--- config.mk ---
export PLATFORM = sky130hd
export DESIGN_NAME = ahb_lite_bus_matrix_dec
export DESIGN_NICKNAME = d
export VERILOG_FILES = /design/src/rtl/ahb_lite_bus_matrix_dec.sv
export SDC_FILE = /design/constraint.sdc
export NUM_CORES = 1
export LEC_CHECK = 0
export CORE_AREA = 3 3 75 77
export CTS_CLUSTER_SIZE = 12
export DETAILED_ROUTE_END_ITERATION = 10
export DIE_AREA = 0 0 78 80
export GPL_TIMING_DRIVEN = 0
export MAX_ROUTING_LAYER = met4
export PLACE_DENSITY = 0.95
export SYNTH_ARGS = -nofsm -noshare
export SYNTH_HDL_FRONTEND = slang
export SYNTH_SLANG_ARGS = --single-unit
--- constraint.sdc ---
create_clock -name HCLK -period 3.1 [get_ports HCLK]
set_input_delay 0.62 -clock HCLK [delete_from_list [all_inputs] [get_ports HCLK]]
set_output_delay 0.62 -clock HCLK [all_outputs]
set_load 0.01 [all_outputs]
--- src/rtl/ahb_lite_bus_matrix_dec.sv ---
// Single-master AHB-Lite address decoder and slave response multiplexer for ROM, RAM and peripheral slaves.
// An internal default slave answers unmapped NONSEQ/SEQ transfers with a two-cycle ERROR and counts them.
module ahb_lite_bus_matrix_dec #(
   parameter logic [15:0] S0_BASE = 16'h0000,
   parameter logic [15:0] S1_BASE = 16'h2000,
   parameter logic [15:0] S2_BASE = 16'h4000
) (
   input  logic        HCLK,
   input  logic        HRESETn,
   input  logic [31:0] HADDR,
   input  logic [1:0]  HTRANS,
   output logic        HSEL_S0,
   output logic        HSEL_S1,
   output logic        HSEL_S2,
   input  logic [31:0] HRDATA_S0,
   input  logic [31:0] HRDATA_S1,
   input  logic [31:0] HRDATA_S2,
   input  logic        HREADYOUT_S0,
   input  logic        HREADYOUT_S1,
   input  logic        HREADYOUT_S2,
   input  logic        HRESP_S0,
   input  logic        HRESP_S1,
   input  logic        HRESP_S2,
   output logic        HREADY,
   output logic [31:0] HRDATA,
   output logic        HRESP,
   output logic [7:0]  ERR_COUNT
);

   localparam int unsigned SEL_W  = 2;
   localparam int unsigned CNT_W  = 8;
   localparam int unsigned DATA_W = 32;

   localparam logic [SEL_W-1:0] SEL_S0  = SEL_W'(0);
   localparam logic [SEL_W-1:0] SEL_S1  = SEL_W'(1);
   localparam logic [SEL_W-1:0] SEL_S2  = SEL_W'(2);
   localparam logic [SEL_W-1:0] SEL_DEF = SEL_W'(3);
   localparam logic [CNT_W-1:0] CNT_MAX = {CNT_W{1'b1}};

   typedef enum logic [1:0] {
      IDLE = 2'd0,
      ERR1 = 2'd1,
      ERR2 = 2'd2
   } state_t;

   logic [SEL_W-1:0] decode_c;
   logic [SEL_W-1:0] dsel;
   state_t           state;
   logic             def_ready;
   logic             def_resp;
   logic [CNT_W-1:0] err_count;
   logic             err_start_c;
   logic             unused_bits;

   // Address-phase decode; lower matching slave index wins on overlapping bases.
   always_comb begin
      decode_c = SEL_DEF;
      if (HADDR[31:16] == S0_BASE)      decode_c = SEL_S0;
      else if (HADDR[31:16] == S1_BASE) decode_c = SEL_S1;
      else if (HADDR[31:16] == S2_BASE) decode_c = SEL_S2;
   end

   assign HSEL_S0 = (decode_c == SEL_S0);
   assign HSEL_S1 = (decode_c == SEL_S1);
   assign HSEL_S2 = (decode_c == SEL_S2);

   // Data-phase select follows each accepted address phase and holds through wait states.
   always_ff @(posedge HCLK or negedge HRESETn) begin
      if (!HRESETn) begin
         dsel <= SEL_DEF;
      end else if (HREADY) begin
         dsel <= decode_c;
      end
   end

   assign err_start_c = HREADY && (decode_c == SEL_DEF) && HTRANS[1];

   // Default slave: ready/resp are registered decodes of the next state.
   always_ff @(posedge HCLK or negedge HRESETn) begin
      if (!HRESETn) begin
         state     <= IDLE;
         def_ready <= 1'b1;
         def_resp  <= 1'b0;
         err_count <= '0;
      end else begin
         case (state)
            IDLE, ERR2: begin
               if (err_start_c) begin
                  state     <= ERR1;
                  def_ready <= 1'b0;
                  def_resp  <= 1'b1;
                  if (err_count != CNT_MAX) begin
                     err_count <= err_count + CNT_W'(1);
                  end
               end else begin
                  state     <= IDLE;
                  def_ready <= 1'b1;
                  def_resp  <= 1'b0;
               end
            end
            ERR1: begin
               state     <= ERR2;
               def_ready <= 1'b1;
               def_resp  <= 1'b1;
            end
            default: begin
               state     <= IDLE;
               def_ready <= 1'b1;
               def_resp  <= 1'b0;
            end
         endcase
      end
   end

   // Response mux driven by the data-phase owner.
   always_comb begin
      HREADY = def_ready;
      HRESP  = def_resp;
      HRDATA = '0;
      case (dsel)
         SEL_S0: begin
            HREADY = HREADYOUT_S0;
            HRESP  = HRESP_S0;
            HRDATA = HRDATA_S0;
         end
         SEL_S1: begin
            HREADY = HREADYOUT_S1;
            HRESP  = HRESP_S1;
            HRDATA = HRDATA_S1;
         end
         SEL_S2: begin
            HREADY = HREADYOUT_S2;
            HRESP  = HRESP_S2;
            HRDATA = HRDATA_S2;
         end
         default: begin
            HREADY = def_ready;
            HRESP  = def_resp;
            HRDATA = DATA_W'(0);
         end
      endcase
   end

   assign ERR_COUNT = err_count;

   // Address offset bits and HTRANS[0] play no part in decode.
   assign unused_bits = ^{HADDR[15:0], HTRANS[0]};

endmodule

; After elaboration in Yosys (flattened, before gate mapping)
; Index checks and enable logic that the tools add are counted.
[word_totals]
romBits = 0
mem_bits_rw = 0
reg_bits = 14
out_inout_bits = 45
latch_bits = 0
elab_cells = 36
n_memories = 0
[classes]
div_mod_pow = 0
n_mux = 12
n_shift = 0
add_sub_neg = 1
n_reduce_logical = 8
mul = 0
n_eq_ne = 10
n_lt_le_gt_ge = 0
n_bitwise = 0
[op_table]
columns = cell, n
row1 = 32-bit case mux with 3 select lines, 1
row2 = "16-bit by 14-bit == test with 1-bit output, second input constant", 1
row3 = "16-bit by 15-bit == test with 1-bit output, second input constant", 1
row4 = 16-bit zero test, 1
row5 = "8-bit by 1-bit adder with 8-bit output, second input constant", 1
row6 = "2-bit == test, second input constant", 4
row7 = "8-bit != test, second input constant", 1
row8 = "2-bit by 1-bit == test with 1-bit output, second input constant", 3
row9 = 2-bit zero test, 3
row10 = 1-bit case mux with 3 select lines, 2
row11 = 1-bit two-way mux, 5
row12 = 2-bit two-way mux, 2
row13 = 2-bit case mux with 2 select lines, 1
row14 = 3-bit AND reduction, 1
row15 = 1-bit logical AND, 2
row16 = 1-bit case mux with 2 select lines, 1
row17 = 2-bit OR reduction, 1

; Depth between registers and ports, before layout
[depth]
word_depth = 9
mapped_depth = 6
ltp_nobuf = 5

; Least setup slack after synthesis
; OpenSTA, ideal clock, no wires.
[synth_timing]
path_type = in2out
startpoint = in HADDR[21]
endpoint = out HSEL_S0
required_time_ns = 2.480
slack_ns = 0.582
path_stages = 3
arrival_time_ns = 1.898
n_path_buf = 0
cell_sequence = or4_4 or4_4 nor2_1
[synth_via]
elab_chain_cells = 5
[synth_lines]
columns = element, line
row1 = "start, declared", 10  ; input logic [31:0] HADDR,
row2 = 16-bit by 15-bit == test with 1-bit output, 60  ; else if (HADDR[31:16] == S2_BASE) decode_c = SEL_S2;
row3 = 1-bit two-way mux, 60
row4 = 2-bit two-way mux, 59  ; else if (HADDR[31:16] == S1_BASE) decode_c = SEL_S1;
row5 = 2-bit two-way mux (*), 58  ; if (HADDR[31:16] == S0_BASE) decode_c = SEL_S0;
row6 = 2-bit zero test (*), 63  ; assign HSEL_S0 = (decode_c == SEL_S0);
row7 = "end, declared", 12  ; output logic HSEL_S0,
; Mark *: on every way between the ends. The rest lies on a longest branch, timed or not.

; Worst setup path after layout
[layout_timing]
startpoint = in HADDR[17]
endpoint = out HSEL_S0
; Same word-level chain as after synthesis.

==> impl_metrics.csv <==
group,metric,value,unit
finish,final_cells,413,
finish,area_delta_synth_final,130,%
synthesis,yosysUniqueCellTypes,32,
detailed_routing,wirelength,6500,um
global_routing,grt_pass1_wl,10100,um
die,rows,26,
placed_design,dpl-instance-area,3150,um2
setup_path,rrSetupSlack,1110,ps
power_and_ir_drop,p_clk_frac,0.203,
die,start_util,0.278,
timing,skew,1.54,ps
synthesis,yosysTopAreaCell,"mux2i_1",
min_path,hp-class,"reg2reg",
global_routing,grt_max_degree,15,
finish,final_area,3240,um2
placed_design,placed_cells,408,
finish,fin_util,0.638,
min_path,min_path_cells,1,
finish,n_antenna_cell,0,
min_path,holdPathEnd,"state[1]",
clock_network,htreeDepth,1,
synthesis,synth_area_leaders,"mux2i_1 23%, dfrtp_1 20%, o21ai_0 11%",
setup_path,required,2480,ps
global_routing,overflow,0,
setup_path,cp.arrival,2400,ps
synthesis,ys_seq_elements,14,
timing,period_share,0.974,
detailed_routing,wl_per_cell,15.7,um
timing,max_freq,331,MHz
power_and_ir_drop,p_sw_frac,0.282,
clock_network,clkSlewWorstSetupHoldPaths,60,ps
power_and_ir_drop,p_sw,244,uW
timing,setup_tns,0,ps
detailed_routing,drt_first_iter_violations,28,
timing,fin_ws,81.0,ps
finish,layout-drive-gt1-share,0.102,
timing,report.final.setup_viol,0,
clock_network,cts_sinks,14,
power_and_ir_drop,power_density,268,nW/um2
placed_design,portBuffers,165,
synthesis,avgSynthCellArea,8.14,um2
synthesis,yosys.area.top_type_share,0.227,
setup_path,end_kind,"output port",
setup_path,reg2reg_to,"ERR_COUNT[1]",
detailed_routing,vias_per_cell,4.65,
die,die_x,78,um
setup_path,slowest_stage,"or4_4",
global_routing,grt_pass1_vias,2040,
power_and_ir_drop,leakagePower,1.44,nW
power_and_ir_drop,peakVddDrop,408,uV
timing,tightest_slew,615,ps
clock_network,cts-root-buf,"clkbuf_8",
placed_design,dp_hpwl,5560,um
detailed_routing,ant_nets,0,
setup_path,critPathBufInv,2,
run_status,status,"completed",
synthesis,synth_area,1410,um2
power_and_ir_drop,pwr-share-seq,0.334,
die,die_area,6240,um2
setup_path,critPathTopFamily,"simple AND/OR/NAND/NOR gates",
detailed_routing,vias,1922,
timing,relSlewSlack,0.588,
die,coreArea,5070,um2
power_and_ir_drop,p_comb_frac,0.463,
clock_network,cts_tree,"done",
timing,drv_slew,0,
global_routing,grt_use_total,0.207,
setup_path,reg2reg_depth,4,
timing,hold_violations,0,
finish,nFillCells,418,
setup_path,path_class,"in2out",
clock_network,clockBufferDepth,2,
setup_path,cp-start-kind,"input port",
setup_path,max_stage_delay,570,ps
synthesis,synthCells,173,
run,maxCapViolations,0,
timing,rsz0062_at_grt,"false",
detailed_routing,drc,0,
setup_path,timing.rr.start,"dsel[0]",
placed_design,place.gp.congestion,0.805,
die,ioPinCount,183,
synthesis,synth_nets,312,
finish,nets,483,
global_routing,antenna_found_initial,0,
min_path,hold_start,"state[1]",
setup_path,crit_chain,"clkdlybuf4s50_1 -> or4_4 -> or4_4 -> nor2_1 -> buf_2",
synthesis,yosys_warnings,0,
detailed_routing,drt_first_pass_iters,4,
setup_path,cp_common_cell,"or4_4",
timing,period_needed,3020,ps
placed_design,dp_slack,-359,ps
die,die_h,80,um
synthesis,ys_seq_area_frac,0.251,
setup_path,critPathMaxFanout,3,
power_and_ir_drop,intPower,622,uW
clock_network,numCtsBuffers,3,
clock_network,clk_latency,250,ps
## worst register-to-register path, stage by stage (launching register included)
cell      delay [ps]
dfstp_2          690
mux4_2           620
nand4b_4         200
nor2_2            80
mux2_4           290
## final cells by class
type,count,area [um2],share of cell area
tap,70,87.6,0.0271
inverter,3,11.3,0.00348
timing repair buffer,167,1660,0.511
clock buffer,4,55.1,0.0170
multi-input combinational,144,1020,0.316
sequential,14,354,0.109
buffer,11,50.0,0.0155
## cell usage in the layout (no fill, tap or decap), types with 3 or more instances in the layout
master | Yosys | routed
or4_4 | 2 | 4
dfstp_2 | 3 | 3
nor2b_1 | 4 | 4
xor2_1 | 4 | 4
clkbuf_8 | 0 | 4
o21ai_0 | 32 | 32
clkbuf_1 | 8 | 4
nor2_1 | 4 | 3
mux2_4 | 3 | 3
clkdlybuf4s50_1 | 0 | 162
nand2_1 | 37 | 37
inv_1 | 3 | 3
dfrtp_1 | 11 | 11
mux2i_1 | 32 | 32
clkbuf_2 | 0 | 3
buf_2 | 0 | 6
nor2_2 | 3 | 4
## per-stage QoR
| stage | hold WS (ps) | power [mW] |
|---|---|---|
| after floorplan | 324 | 0.417 |
| after global placement | 392 | 0.676 |
| after detailed placement | 405 | 0.692 |
| after CTS | 414 | 0.876 |
| after global routing | 425 | 0.923 |
| final | 410 | 0.867 |
## cells in the mapped netlist, drive strengths merged
master and count:
nand3 2, nand4b 1, o21ai 32, buf 4, nor2 7, mux2 5
nor4 2, inv 3, nor3 1, and3 1, o2111ai 1, or2 1
ha 1, mux4 2, nand2 37, or4 4, clkbuf 8, and2 1
nor2b 4, a21oi 1, nor3b 1, mux2i 32, a211oi 1, or3 2
nand2b 1, dfrtp 11, dfstp 3, xor2 4
## state kept, by name (all words and copies together), names as in the netlist
signal     count
def_resp       1
ERR_COUNT      8
dsel           2
def_ready      1
state          2
## kinds of logic (layout without fill, tap and decap cells)
kind of cell               count (synthesis)  count (layout)  synth area share
buffers and inverters                     15             185            0.0400
xor gates and xnor gates                   4               4            0.0249
muxes                                     39              39             0.307
AOI/OAI and AO/OA                         35              35             0.129
DFF                                       14              14             0.251
adders and majority gates                  1               1           0.00888
and+or+nand+nor                           65              65             0.239
## per-layer routing
layer / wire length [um] / track usage
met1: 2380 / 0.221
met2: 3370 / 0.360
met3: 509 / 0.0519
met4: 244 / 0.0979
met5: 0 / -
## power by group through the flow
stage,Sequential [mW],Clock [mW],Combinational [mW]
global route,0.301,0.187,0.435
finish,0.289,0.176,0.401
global placement,0.287,0,0.389
detailed placement,0.290,0,0.402
CTS,0.290,0.181,0.405
floorplan,0.298,0,0.119
## how the worst max path moves through the flow
stage | startpoint | to | cells after the start | slack, ps
CTS | HADDR[21] | HSEL_S2 | 5 | 4
global route | dsel[1] | HRDATA[10] | 7 | 10
global placement | HADDR[17] | HSEL_S1 | 5 | -350
detailed placement | HADDR[17] | HSEL_S1 | 5 | -360
floorplan | HADDR[21] | HSEL_S0 | 3 | 580
finish | HADDR[17] | HSEL_S0 | 5 | 80
## what timing repair did
item | CTS | global route
pin swaps | 2 | 1
buffers inserted | 2 | 0
setup endpoints to repair | 33 | 3
hold buffers | 0 | 0
cloned | 0 | 0
gates resized for setup | 18 | 4
hold endpoints to repair | 0 | 0
Note: power is estimated with default switching activity, not from simulation.
